$ cat src/rtl/hazard_md_busy.sv
// rtl/hazard_md_busy.sv - multiply/divide unit busy counter
module hazard_md_busy #(
    parameter int MULT_CYC = 5,
    parameter int DIV_CYC  = 10
) (
    input  logic clk,
    input  logic reset,
    input  logic md_start_e,
    input  logic md_div_e,
    output logic busy
);
    localparam int MAX_CYC = (MULT_CYC > DIV_CYC) ? MULT_CYC : DIV_CYC;
    localparam int CNT_W   = $clog2(MAX_CYC + 1);

    logic [CNT_W-1:0] cnt;

    // Load the operation latency on start, otherwise count down to idle
    always_ff @(posedge clk) begin
        if (reset) begin
            cnt <= '0;
        end else if (md_start_e) begin
            cnt <= md_div_e ? CNT_W'(DIV_CYC) : CNT_W'(MULT_CYC);
        end else if (cnt != '0) begin
            cnt <= cnt - 1'b1;
        end
    end

    assign busy = md_start_e | (cnt != '0);
endmodule

$ cat config.mk
export PLATFORM = sky130hd
export DESIGN_NAME = hazard_md_busy
export DESIGN_NICKNAME = d
export VERILOG_FILES = /design/src/rtl/hazard_md_busy.sv
export SDC_FILE = /design/constraint.sdc
export NUM_CORES = 1
export LEC_CHECK = 0
export ABC_AREA = 0
export BUFFER_PORTS_ARGS = -buffer_cell sky130_fd_sc_hd__buf_4
export CORE_AREA = 10 10 47 49
export DETAILED_ROUTE_END_ITERATION = 16
export DIE_AREA = 0 0 57 59
export SLEW_MARGIN = 20
export SYNTH_ARGS = -nofsm -noshare
export SYNTH_HDL_FRONTEND = slang
export SYNTH_SLANG_ARGS = --single-unit
$ cat constraint.sdc
create_clock -name clk -period 2.4 [get_ports clk]
set_clock_uncertainty 0.05 [all_clocks]
set_input_delay 0.48 -clock clk [delete_from_list [all_inputs] [get_ports clk]]
set_output_delay 0.48 -clock clk [all_outputs]
set_load 0.05 [all_outputs]
==> impl_results.md <==
- Status: finished clean
- Cell variety after synth: 13
- Boundary pin count: 5
- Vias in the first global route: 192
- Hold buffers post-CTS: 0
- Synthesized cell area: 226 um2
- CP Launch Type: register
- Seq/Total Area, Yosys: 35.4%
- Top reg by flops: cnt
- Tot GR Track Use: 3.06%
- DP Worst Slack: 0.725 ns
- CP Capture Type: primary output
- Crit path time final: 1.93 ns
- Share of cells above drive strength 1: 29.0%
- Vias per cell: 3.96
- Util after Layout: 21.3%
- R2r setup slk: 0.91 ns
- Post-Synth XOR/XNOR Area: 11.6%
- Design Area, Final: 299 um2
- Top Registers: cnt: 4 flops
- Rows: 14
- Clock transition at path regs: 0.04 ns
- Nets: 39
- Clk Latency, worst-skew pair: 0.24 ns
- Worst-case clock buffer depth: 2
- Clk sinks: 4
- Iteration-0 DRC count of the detailed router: 1
- Vias post-DR: 186
- IO buf count: 4
- Adder-cell share of the synthesized area: 11.0%
- Multiplexer share of the synthesized area: 4.97%
- Register bit total from synthesis: 4
- Post-Synth Simple-Gate Area: 23.2%
- PostCTS Resize Cnt: 0
- Mapped Nets: 30
- Post-Place Cells: 44
- Final hold violations: 0
- Yosys top cell by area: dfxtp_1
- Antenna violations before repair: 0
- H-tree levels: 1
- Largest family of logic cells by synthesized area: simple AND/OR/NAND/NOR gates
- Rel. slew slack: 77.9%
- Synthesized netlist cell count: 24
- Maxcap violations: 0
- Max FFs per register: 4
- Fin cells: 47
- Core region area: 0.00140 mm2
- CTS buffer count: 3
- Worst hold path class: in -> reg
- Total grt overflow: 0
- Synth top cells by count: dfxtp_1 (4), o22ai_1 (3), xnor2_1 (3)
- Least-Margin Pin Slew: 0.330 ns
- Ys Warns: 0
- Largest stage delay, worst path: 0.31 ns
- Antenna Nets Post-Route: 0
- Routability-driven placement congestion ratio: 0.725
- Total iterations of the first detailed-routing run: 3
- Top post-synthesis cells by area: dfxtp_1 (35%), xnor2_1 (12%), ha_1 (11%)
- Most common cell in the netlist: dfxtp_1
- CP max FO: 5
- Slew Viols, Final: 0
- Postcts setup bufs: 0
- DRC: 0
- Period utilization: 80.3%
- Final setup viols: 0
- Ant. Diodes: 0
- Clk root buf: clkbuf_4
- RSZ-0062 raised after global routing: false
- Largest net degree at the start of global routing: 7
- First-pass GRT wire length: 710 um
- PD cells: 810 mW/mm2
- Die X: 57 um
- F_max: 519 MHz
- Async set-or-reset flop fraction in the synthesized netlist: 0%
- Final wirelength: 433 um
- Setup TNS: 0 ns
- Static Leak: 0.000118 uW
- Top-area cell type share of the netlist area: 35.4%
- Crit path kind: reg -> out
- Die height: 59 um
- Die area: 0.00336 mm2
- Post-DP Area: 277 um2
- Synth Area in Compound Gates: 10.5%
- Slowest CP cell: nor3b_2
- Number of synthesized flops with an enable pin: 0
- Detail Placement HPWL: 357 um
- Syn_area_per_cell: 9.44 um2
- Main synth FF type: dfxtp_1
- Critical Path, Cell by Cell: inv_1 -> ha_1 -> nor3b_2 -> nand2b_1 -> buf_4
- Worst vdd ir: 0.298 mV
- Initial Utilization: 16.2%
- Crit path DAT: 1.40 ns
- Final setup margin: 0.472 ns
- TritonCTS clock tree: yes
- CP Data Required Time: 1.87 ns
- Area grow syn2layout: 32.0%
- Average routed wire per standard cell: 9.21 um
-- cells in the final DEF, fill, tap and decap left out --
cell type  n
dfxtp_1    4
buf_4      4
xnor2_1    3
o22ai_1    3
clkbuf_4   3
nand2b_1   2
inv_1      2
or3_1      2
ha_1       2
nor3b_2    1
nand2_1    1
nor3_1     1
a21oi_1    1
mux2_1     1
or2_2      1
-- worst paths after layout --
check / startpoint / endpoint / depth (start not counted)
worst max-delay path: cnt[0] / busy / 5
worst min register to register: cnt[3] / cnt[3] / 2
worst max register to register: cnt[0] / cnt[1] / 5
worst min-delay path: reset / cnt[2] / 2
-- critical path: cells and delay by family, from the launching register on --
family                   cells  cell delay [ns]
AND/OR/NAND/NOR              2             0.41
buffers and inverters        2             0.31
flip-flops                   1             0.30
adder cells (fa/ha/maj)      1             0.15
-- layer usage --
metal	track usage [%]	part of all wire, %
met5	0	0
met4	3.02	0
met3	3.86	10
met2	4.19	51
met1	2.01	39
-- cell families (layout without fill, tap and decap cells) --
family	count (synthesis)	count (layout)
adder cells (fa/ha/maj)	2	2
flip-flops	4	4
multiplexers	1	1
XOR/XNOR	3	3
buffers and inverters	2	9
AO/OA/AOI/OAI	4	4
AND/OR/NAND/NOR	8	8
-- final cells by class --
type / instances / area (um2)
multi-input combinational: 18 / 139
timing repair buffer: 4 / 30.0
fill: 160 / 1100
clock buffer: 3 / 22.5
tap: 16 / 20.0
inverter: 2 / 7.51
sequential: 4 / 80.1
-- power by group --
group,total (uW),internal [uW],switching (uW)
Clock,82.9,55.9,27.0
Combinational,77.3,38.2,39.1
Sequential,82.2,75.9,6.25
Total,242,170,72.3
-- stage by stage --
step / hold WS [ns] / total power, uW
after floorplan: 0.499 / 141
after global placement: 0.565 / 161
after detailed placement: 0.556 / 161
after CTS: 0.384 / 247
after global routing: 0.384 / 264
final: 0.391 / 242
No activity file was read; power rests on OpenSTA's default activity.
